### src/rtl/fpu_iter_adapter.sv
// fpu_iter_adapter
//
// Wraps an iterative (multi-cycle) FPU core behind a valid/ready request
// port and a valid/ready result port. One operation is in flight at any
// time. Operands and control fields are registered and presented to the
// core on core_*. The core is launched with a one-cycle core_start_o pulse,
// and the adapter then waits for core_done_i. Each result is queued with its
// status flags and request tag in a small first-word-fall-through FIFO.
//
// Optional feature: define FPU_ITER_ADAPTER_TIMEOUT_EN to add a run-cycle
// watchdog. If the core has not signalled done after TIMEOUT cycles in RUN,
// the adapter queues result 0 with status NV (5'b10000), pulses
// core_abort_o and returns to IDLE. Without the macro RUN waits forever.
//
// Ports
//   clk_i, rst_ni                      clock, asynchronous active-low reset
//   in_valid_i / in_ready_o            request handshake
//   operands_i                         {c, b, a}, a in the LSBs
//   op_i, rnd_mode_i, src_fmt_i,
//   dst_fmt_i, tag_i                   request fields
//   flush_i                            drop the in-flight op and all queued results
//   out_valid_o / out_ready_i          result handshake
//   result_o, status_o, tag_o          head of the result FIFO (0 when empty)
//   busy_o                             op in flight or result queued
//   core_start_o, core_abort_o         one-cycle core control pulses
//   core_opa_o..core_dst_fmt_o         registered operands and fields for the core
//   core_done_i, core_result_i,
//   core_status_i                      core completion
module fpu_iter_adapter #(
  parameter int WIDTH     = 64,
  parameter int TAG_WIDTH = 5,
  parameter int OP_WIDTH  = 5,
  parameter int DEPTH     = 2,
  parameter int TIMEOUT   = 127
) (
  input  logic                   clk_i,
  input  logic                   rst_ni,
  input  logic                   in_valid_i,
  output logic                   in_ready_o,
  input  logic [3*WIDTH-1:0]     operands_i,
  input  logic [OP_WIDTH-1:0]    op_i,
  input  logic [2:0]             rnd_mode_i,
  input  logic [2:0]             src_fmt_i,
  input  logic [2:0]             dst_fmt_i,
  input  logic [TAG_WIDTH-1:0]   tag_i,
  input  logic                   flush_i,
  output logic                   out_valid_o,
  input  logic                   out_ready_i,
  output logic [WIDTH-1:0]       result_o,
  output logic [4:0]             status_o,
  output logic [TAG_WIDTH-1:0]   tag_o,
  output logic                   busy_o,
  output logic                   core_start_o,
  output logic                   core_abort_o,
  output logic [WIDTH-1:0]       core_opa_o,
  output logic [WIDTH-1:0]       core_opb_o,
  output logic [WIDTH-1:0]       core_opc_o,
  output logic [OP_WIDTH-1:0]    core_op_o,
  output logic [2:0]             core_rnd_o,
  output logic [2:0]             core_src_fmt_o,
  output logic [2:0]             core_dst_fmt_o,
  input  logic                   core_done_i,
  input  logic [WIDTH-1:0]       core_result_i,
  input  logic [4:0]             core_status_i
);

  localparam int PTR_W   = (DEPTH > 1) ? $clog2(DEPTH) : 1;
  localparam int CNT_W   = $clog2(DEPTH + 1);
  localparam int ENTRY_W = WIDTH + 5 + TAG_WIDTH;

  typedef enum logic [1:0] {
    IDLE   = 2'd0,
    LAUNCH = 2'd1,
    RUN    = 2'd2
  } state_t;

  state_t                 state;
  state_t                 state_nxt;

  logic                   accept;
  logic                   push;
  logic                   pop;
  logic [WIDTH-1:0]       push_result;
  logic [4:0]             push_status;
  logic [TAG_WIDTH-1:0]   tag_q;

  logic [ENTRY_W-1:0]     mem [DEPTH];
  logic [PTR_W-1:0]       wr_ptr;
  logic [PTR_W-1:0]       rd_ptr;
  logic [CNT_W-1:0]       count;
  logic [ENTRY_W-1:0]     head;
  logic                   fifo_nonempty;

  // Pointer advance with wrap at DEPTH-1, so DEPTH need not be a power of two.
  function automatic logic [PTR_W-1:0] ptr_inc(input logic [PTR_W-1:0] p);
    return (p == PTR_W'(DEPTH - 1)) ? '0 : p + 1'b1;
  endfunction

  // Request side: a FIFO slot is reserved at accept, so the eventual push
  // can never overflow. Gated by rst_ni so the port reads 0 during reset.
  assign fifo_nonempty = (count != '0);
  assign in_ready_o    = rst_ni && (state == IDLE) && (count < CNT_W'(DEPTH)) && !flush_i;
  assign accept        = in_valid_i && in_ready_o;
  assign pop           = fifo_nonempty && out_ready_i;
  assign busy_o        = (state != IDLE) || fifo_nonempty;

`ifdef FPU_ITER_ADAPTER_TIMEOUT_EN
  localparam int TCNT_W = (TIMEOUT > 1) ? $clog2(TIMEOUT + 1) : 1;
  logic [TCNT_W-1:0] run_cnt;
  logic              timeout_hit;

  // run_cnt holds the index of the current RUN cycle (0 on the first one).
  assign timeout_hit = (state == RUN) && (run_cnt == TCNT_W'(TIMEOUT - 1));

  always_ff @(posedge clk_i or negedge rst_ni) begin
    if (!rst_ni) begin
      run_cnt <= '0;
    end else if (state == LAUNCH) begin
      run_cnt <= '0;
    end else if (state == RUN) begin
      run_cnt <= run_cnt + 1'b1;
    end
  end
`endif

  // Control FSM: state register
  always_ff @(posedge clk_i or negedge rst_ni) begin
    if (!rst_ni) begin
      state <= IDLE;
    end else begin
      state <= state_nxt;
    end
  end

  // Control FSM: next state, core pulses and FIFO push selection
  always_comb begin
    state_nxt    = state;
    core_start_o = 1'b0;
    core_abort_o = 1'b0;
    push         = 1'b0;
    push_result  = core_result_i;
    push_status  = core_status_i;
    case (state)
      IDLE: begin
        if (accept) state_nxt = LAUNCH;
      end
      LAUNCH: begin
        core_start_o = 1'b1;
        state_nxt    = RUN;
      end
      RUN: begin
        if (core_done_i) begin
          push      = 1'b1;
          state_nxt = IDLE;
        end
`ifdef FPU_ITER_ADAPTER_TIMEOUT_EN
        else if (timeout_hit) begin
          push         = 1'b1;
          push_result  = '0;
          push_status  = 5'b10000;
          core_abort_o = 1'b1;
          state_nxt    = IDLE;
        end
`endif
      end
      default: state_nxt = IDLE;
    endcase
    // Flush wins over everything: a coinciding done is dropped and the core
    // is told to abandon whatever it was working on.
    if (flush_i) begin
      state_nxt    = IDLE;
      push         = 1'b0;
      core_abort_o = (state != IDLE);
    end
  end

  // Operand/field capture: held until the next accept
  always_ff @(posedge clk_i or negedge rst_ni) begin
    if (!rst_ni) begin
      core_opa_o     <= '0;
      core_opb_o     <= '0;
      core_opc_o     <= '0;
      core_op_o      <= '0;
      core_rnd_o     <= '0;
      core_src_fmt_o <= '0;
      core_dst_fmt_o <= '0;
      tag_q          <= '0;
    end else if (accept) begin
      core_opa_o     <= operands_i[WIDTH-1:0];
      core_opb_o     <= operands_i[2*WIDTH-1:WIDTH];
      core_opc_o     <= operands_i[3*WIDTH-1:2*WIDTH];
      core_op_o      <= op_i;
      core_rnd_o     <= rnd_mode_i;
      core_src_fmt_o <= src_fmt_i;
      core_dst_fmt_o <= dst_fmt_i;
      tag_q          <= tag_i;
    end
  end

  // Result FIFO: pointers and occupancy
  always_ff @(posedge clk_i or negedge rst_ni) begin
    if (!rst_ni) begin
      wr_ptr <= '0;
      rd_ptr <= '0;
      count  <= '0;
    end else if (flush_i) begin
      wr_ptr <= '0;
      rd_ptr <= '0;
      count  <= '0;
    end else begin
      if (push) wr_ptr <= ptr_inc(wr_ptr);
      if (pop)  rd_ptr <= ptr_inc(rd_ptr);
      case ({push, pop})
        2'b10:   count <= count + 1'b1;
        2'b01:   count <= count - 1'b1;
        default: count <= count;
      endcase
    end
  end

  // Result FIFO: storage (contents are masked at the output when empty)
  always_ff @(posedge clk_i) begin
    if (push) mem[wr_ptr] <= {push_result, push_status, tag_q};
  end

  assign head        = mem[rd_ptr];
  assign out_valid_o = fifo_nonempty;
  assign result_o    = fifo_nonempty ? head[ENTRY_W-1 -: WIDTH]       : '0;
  assign status_o    = fifo_nonempty ? head[TAG_WIDTH +: 5]           : '0;
  assign tag_o       = fifo_nonempty ? head[TAG_WIDTH-1:0]            : '0;

endmodule

### config.mk
export PLATFORM = sky130hd
export DESIGN_NAME = fpu_iter_adapter
export DESIGN_NICKNAME = d
export VERILOG_FILES = /design/src/rtl/fpu_iter_adapter.sv
export SDC_FILE = /design/constraint.sdc
export NUM_CORES = 1
export LEC_CHECK = 0
export CAP_MARGIN = 5
export CORE_AREA = 2 2 220 222
export DETAILED_ROUTE_END_ITERATION = 8
export DIE_AREA = 0 0 222 224
export PLACE_DENSITY = 0.7
export SLEW_MARGIN = 20
export SYNTH_ARGS = -nofsm -noshare
export SYNTH_HDL_FRONTEND = slang
export SYNTH_SLANG_ARGS = --single-unit
### constraint.sdc
create_clock -name clk_i -period 5.92 [get_ports clk_i]
set_input_delay 1.184 -clock clk_i [delete_from_list [all_inputs] [get_ports clk_i]]
set_output_delay 1.184 -clock clk_i [all_outputs]
set_load 0.05 [all_outputs]
==> flow_summary_export.csv, run 1 <==
group,metric,value,unit
critical_path,r2r_slack,3360,ps
critical_path,reg2reg_depth,4,
clock_tree,clk_pin_slew,60,ps
clock_tree,cts_buffers,41,
timing,min_period_over_period,74.2,%
place,io_buffers,570,
die,core.rowCount,80,
clock_tree,cts_sinks,365,
clock_tree,postCtsHoldBufs,0,
place,dp_hpwl,29000,um
power,combPwrFrac,32.6,%
die,core-area,47300,um^2
yosys,netlist_instances,797,
drt,routed_wirelength,40300,um
timing,skew,11.7,ps
place,dp_cells,1954,
outcome,run_status,"finished, final reports clean",
grt,grt_max_degree,164,
power,vdd_drop_max,0.321,mV
grt,grtUsageTotal,15.8,%
layout,final_common_cell,"clkdlybuf4s50_1",
drt,drt-initial-drc-count,404,
die,die_x,222,um
drt,post-route-drc-count,0,
critical_path,start_kind,"flop",
timing,rsz0062_at_grt,"false",
yosys,netlist_area,14400,um^2
worst_hold_path,min_path_type,"flop to flop",
timing,layout_min_cycle_time,4390,ps
clock_tree,h-tree-depth,2,
clock_tree,post_cts_resized,0,
critical_path,end_kind,"output pin",
worst_hold_path,min_to,"mem[0][4]",
place,routabilityCongestion,0.784,
power,total_leakage_power,8.50,nW
grt,grt_pass1_wl,59300,um
yosys,synth.distinct_cells,27,
drt,drtAntennaViolNets,0,
timing,worst_pin_slew,999,ps
layout,mostFrequentLayoutCells,"clkdlybuf4s50_1, dfrtp_1, mux2_4",
yosys,avgSynthCellArea,18.1,um^2
die,io_pins,571,
drt,vias_per_cell,4.38,
layout,syn2layout_area_growth,52.9,%
timing,slew_violations,0,
critical_path,timing.rr.start,"state[0]",
layout,layout.nets,1670,
clock_tree,clockBufferDepth,3,
power,power.density,370,nW/um^2
power,switching_share,33.4,%
clock_tree,root_buffer,"clkbuf_16",
timing,hold_violations,0,
clock_tree,clkLatencyLatePin,530,ps
power,p_int,5.44,mW
die,die_h,224,um
layout,final_cells,2027,
yosys,yosysSeqAreaShare,68.4,%
drt,dr.pass1.iters,4,
layout,multi_input_area,4260,um^2
grt,grt_pass1_vias,9587,
grt,antenna_found_initial,6,
die,start_util,30.5,%
yosys,synth_seq_cells,365,
timing,whs,475,ps
timing,slew_headroom,33.4,%
worst_hold_path,min_from,"tag_q[4]",
yosys,syn-num-nets,1083,
run,max_cap_viol_count,0,
timing,max_freq,228,MHz
layout,post_route_cells_drive_above_1_share,20.6,%
critical_path,cp.required,4740,ps
clock_tree,cts_tree,"done",
layout,nFillCells,4163,
power,seqPwrFrac,38.7,%
timing,tns,0,ps
grt,globalRoute.totalOverflow,0,
critical_path,critPathKind,"flop to output pin",
critical_path,cp_data_arrival_time,3210,ps
power,p_sw,2.73,mW
timing,setup_viol,0,
clock_tree,cts_setup_buffers,0,
critical_path,reg2reg_to,"core_opb_o[59]",
critical_path,crit_fanout,56,
layout,register_area,9880,um^2
die,die-area,49700,um^2
drt,vias,8871,
drt,wl_per_cell,19.9,um
yosys,yosysWarningCount,0,
worst_hold_path,whs_path_depth,0,
power,pwr-share-clk,28.7,%
[stage by stage]
stage          util, %  power (mW)  cell area [um^2]  setup WS (ps)
2_1_floorplan        -        4.83             14400            641
3_3_place_gp      44.0        5.86             20800           1790
3_5_place_dp      44.0        5.87             20800           1770
4_1_cts           46.6        8.28             22000           1430
5_1_grt           46.7        8.49             22100           1310
6_report          46.7        8.17             22100           1530
[worst max-delay path, cell delays in order, from the launching register on]
cell and delay, ps:
dfrtp_4 1060, buf_4 480, mux2i_1 140, nor2_1 140, clkdlybuf4s50_1 820
[worst max-delay path by stage]
stage | cells after the start | start | endpoint | slack, ps
6_report | 4 | rd_ptr | result_o[54] | 1530
5_1_grt | 4 | rd_ptr | result_o[54] | 1310
4_1_cts | 4 | rd_ptr | result_o[54] | 1430
3_5_place_dp | 4 | flush_i | in_ready_o | 1770
3_3_place_gp | 4 | flush_i | in_ready_o | 1790
2_1_floorplan | 3 | core_done_i | mem[0][0] | 640
[registers in the layout, summed over array words and instances, names as in the netlist]
register and cells:
wr_ptr 1, state 2, mem 148, count 2, core_dst_fmt_o 3, tag_q 5, rd_ptr 1, core_opa_o 64
core_src_fmt_o 3, core_op_o 5, core_opc_o 64, core_rnd_o 3, core_opb_o 64
[synthesized netlist by cell type, drive strengths merged]
master / n / area (um^2)
nand2: 2 / 7.51
dfrtp: 217 / 5430
nor4b: 1 / 8.76
and4: 1 / 8.76
inv: 3 / 11.3
xnor2: 1 / 8.76
o21ba: 1 / 10.0
o21ai: 2 / 10.0
nor3b: 1 / 7.51
mux2i: 75 / 751
buf: 33 / 292
nor2b: 2 / 12.5
a31oi: 1 / 6.26
or2: 1 / 6.26
nor3: 1 / 5.00
and3: 1 / 6.26
nand2b: 1 / 6.26
nand3b: 2 / 15.0
clkbuf: 8 / 30.0
mux2: 211 / 3050
nor2: 83 / 312
edfxtp: 148 / 4440
xor2: 1 / 8.76
[cells by family (layout without fill, tap and decap cells)]
group                  count (synthesis)  count (layout)  synth area share (%)
AND/OR/NAND/NOR                       96              96                  2.74
AO/OA/AOI/OAI                          4               4                 0.182
flip-flops                           365             365                  68.4
other                                  0               2                     0
XOR/XNOR                               2               2                 0.121
multiplexers                         286             286                  26.3
buffers and inverters                 44             657                  2.30
[power by group through the flow]
stage | registers (mW) | logic [mW] | clock network (mW)
3_5_place_dp | 3.20 | 2.67 | 0
4_1_cts | 3.17 | 2.69 | 2.43
5_1_grt | 3.21 | 2.75 | 2.53
3_3_place_gp | 3.20 | 2.66 | 0
2_1_floorplan | 4.31 | 0.526 | 0
6_report | 3.17 | 2.66 | 2.34
[per-layer routing]
layer	share of wire [%]	global-route usage [%]	wire [um]	vias up
li1	-	-	-	4024
met1	37	17.5	15000	4412
met3	11	7.65	4400	50
met4	1.6	4.32	647	2
met5	0.020	0	8	-
met2	50	26.9	20300	383
[cell type report]
cell class	count	share of cell area, %
repair buffers	585	26.9
multi-input cells	388	19.3
diodes	2	0.0227
clock inverters	16	0.476
well taps	615	3.48
clock buffers	53	5.08
inverters	3	0.0510
flip-flops and latches	365	44.7
Note: power is estimated with default switching activity, not from simulation.
==> inputs of run 2 (changes only) <==
Settings changed: CORE_AREA 2 2 220 222 to 2 2 224 226, DIE_AREA 0 0 222 224 to 0 0 226 228.
Clock period 5.92 ns to 3.6 ns, I/O delays scaled along.
==> run 2 against run 1 <==
Net effect:
- flip-flop and latch count unchanged
- die area increased by 3.6%
- register-to-register slack got worse by 1900 ps
- final cell count increased by 3.5%
- combinational power increased by 64%
- non-clock buffer count increased by 10
- count of clock-buffer cells in the layout increased by 2
- clock skew increased by 5.1 ps
- critical path type unchanged
- largest power group unchanged
==> flow_summary_export.csv, run 2 (synthesized netlist as in run 1, its figures left out) <==
group,metric,value,unit
die,core-area,49300,um^2
outcome,run_status,"finished, final reports clean",
grt,grt_pass1_wl,60200,um
drt,routed_wirelength,40200,um
die,io_pins,571,
die,start_util,29.3,%
place,io_buffers,570,
place,placed_area,21000,um^2
clock_tree,post_cts_resized,0,
place,dp_cells,2022,
grt,grt_max_degree,144,
clock_tree,cts_sinks,365,
power,finalPower,13.9,mW
worst_hold_path,min_to,"mem[1][4]",
drt,dr.pass1.iters,4,
layout,syn2layout_area_growth,55.2,%
grt,grt_pass1_vias,9946,
layout,final_common_cell,"clkdlybuf4s50_1",
clock_tree,cts_tree,"done",
drt,vias_per_cell,4.23,
critical_path,crit_fanout,17,
timing,max_freq,308,MHz
critical_path,timing.rr.start,"state[0]",
layout,layout.nets,1680,
timing,slew_headroom,42.1,%
grt,globalRoute.totalOverflow,0,
worst_hold_path,min_path_type,"flop to flop",
timing,setup_viol,0,
timing,slew_violations,0,
power,vdd_drop_max,0.389,mV
place,routabilityCongestion,0.819,
critical_path,critPathKind,"flop to output pin",
drt,wl_per_cell,19.2,um
layout,multi_input_area,4260,um^2
layout,final_area,22400,um^2
die,die_h,228,um
worst_hold_path,min_from,"tag_q[4]",
critical_path,start_kind,"flop",
timing,layout_min_cycle_time,3250,ps
grt,grtUsageTotal,15.4,%
critical_path,end_kind,"output pin",
layout,nFillCells,4302,
power,power.density,618,nW/um^2
critical_path,cpPeakStageDelay,740,ps
clock_tree,cts_buffers,41,
timing,worst_pin_slew,869,ps
place,pre_cts_ws,453,ps
drt,vias,8875,
critical_path,cp_data_arrival_time,2530,ps
die,die-area,51500,um^2
timing,skew,16.8,ps
clock_tree,clockBufferDepth,3,
drt,drt-initial-drc-count,317,
layout,largest_register_ffs,148,
timing,min_period_over_period,90.2,%
critical_path,cp_cell_sequence,"nor2_4 -> buf_4 -> nor2_1 -> clkdlybuf4s50_1",
critical_path,reg2reg_to,"core_opb_o[59]",
drt,drtAntennaViolNets,0,
clock_tree,h-tree-depth,2,
layout,largest_register,"mem",
timing,hold_violations,0,
critical_path,r2r_slack,1500,ps
layout,post_route_cells_drive_above_1_share,21.6,%
critical_path,cp_top_family,"buffers and inverters",
run,max_cap_viol_count,0,
layout,final_util,45.4,%
critical_path,cp.required,2880,ps
clock_tree,clk_pin_slew,60,ps
drt,post-route-drc-count,0,
layout,final_cells,2098,
die,core.rowCount,82,
worst_hold_path,whs_path_depth,0,
layout,mostFrequentLayoutCells,"clkdlybuf4s50_1, dfrtp_1, mux2_4",
timing,whs,475,ps
grt,antenna_found_initial,1,
timing,tns,0,ps
power,total_leakage_power,8.62,nW
timing,rsz0062_at_grt,"false",
timing,fin_ws,352,ps
layout,register_area,9880,um^2
clock_tree,clkLatencyLatePin,550,ps
critical_path,reg2reg_depth,5,
place,dp_hpwl,29000,um
critical_path,cp_slowest_cell,"clkdlybuf4s50_1",
die,die_x,226,um
critical_path,crit_buf_inv,2,
clock_tree,root_buffer,"clkbuf_16",
-- run 2: changes by cell type in the layout (fill, tap and decap cells not counted), sizes merged, moves of 2 or more --
cell | before | now
buf | 16 | 25
clkinv | 13 | 8
bufinv | 1 | 4
clkinvlp | 1 | 4
clkbuf | 53 | 55
inv | 4 | 6
-- run 2: worst register-to-register path: cells and delay by family (launching register included) --
family	cells	cell delay, ps
AND/OR/NAND/NOR	2	680
buffers and inverters	2	510
flip-flops	1	400
multiplexers	1	380
-- run 2: how the worst max path moves through the flow --
stage	from	to	slack [ps]	depth (start not counted)
finish	count[1]	result_o[42]	350	4
global route	count[1]	result_o[42]	180	4
CTS	count[1]	result_o[27]	270	4
detailed placement	flush_i	in_ready_o	450	4
global placement	flush_i	in_ready_o	450	4
floorplan	core_done_i	mem[0][0]	-1210	3
-- run 2: layout make-up --
class,count,share of cell area [%]
flip-flops and latches,365,44.1
well taps,672,3.75
clock buffers,55,5.18
inverters,3,0.0502
multi-input cells,388,19.0
diodes,1,0.0112
clock inverters,19,0.993
repair buffers,595,26.9
-- run 2: metal layers --
metal  up-vias  track usage (%)  routed length, um
met2       385             25.8              19600
li1       4051                -                  -
met1      4381             17.8              15700
met5         -                0                  0
met4         0             4.59                893
met3        58             6.47               3990
-- run 2: report_power, final --
group	internal, mW	switching, mW	total, mW
combinational	1.82	2.56	4.37
sequential	4.89	0.334	5.22
clock	2.57	1.70	4.27
total	9.27	4.59	13.9
-- run 2: repair_timing --
| action | 4_1_cts | 5_1_grt |
|---|---|---|
| endpoints found under the setup margin | 0 | 0 |
| endpoints found under the hold margin | 14 | 0 |
| hold buffers | 1 | 0 |
| buffers inserted | 0 | 0 |
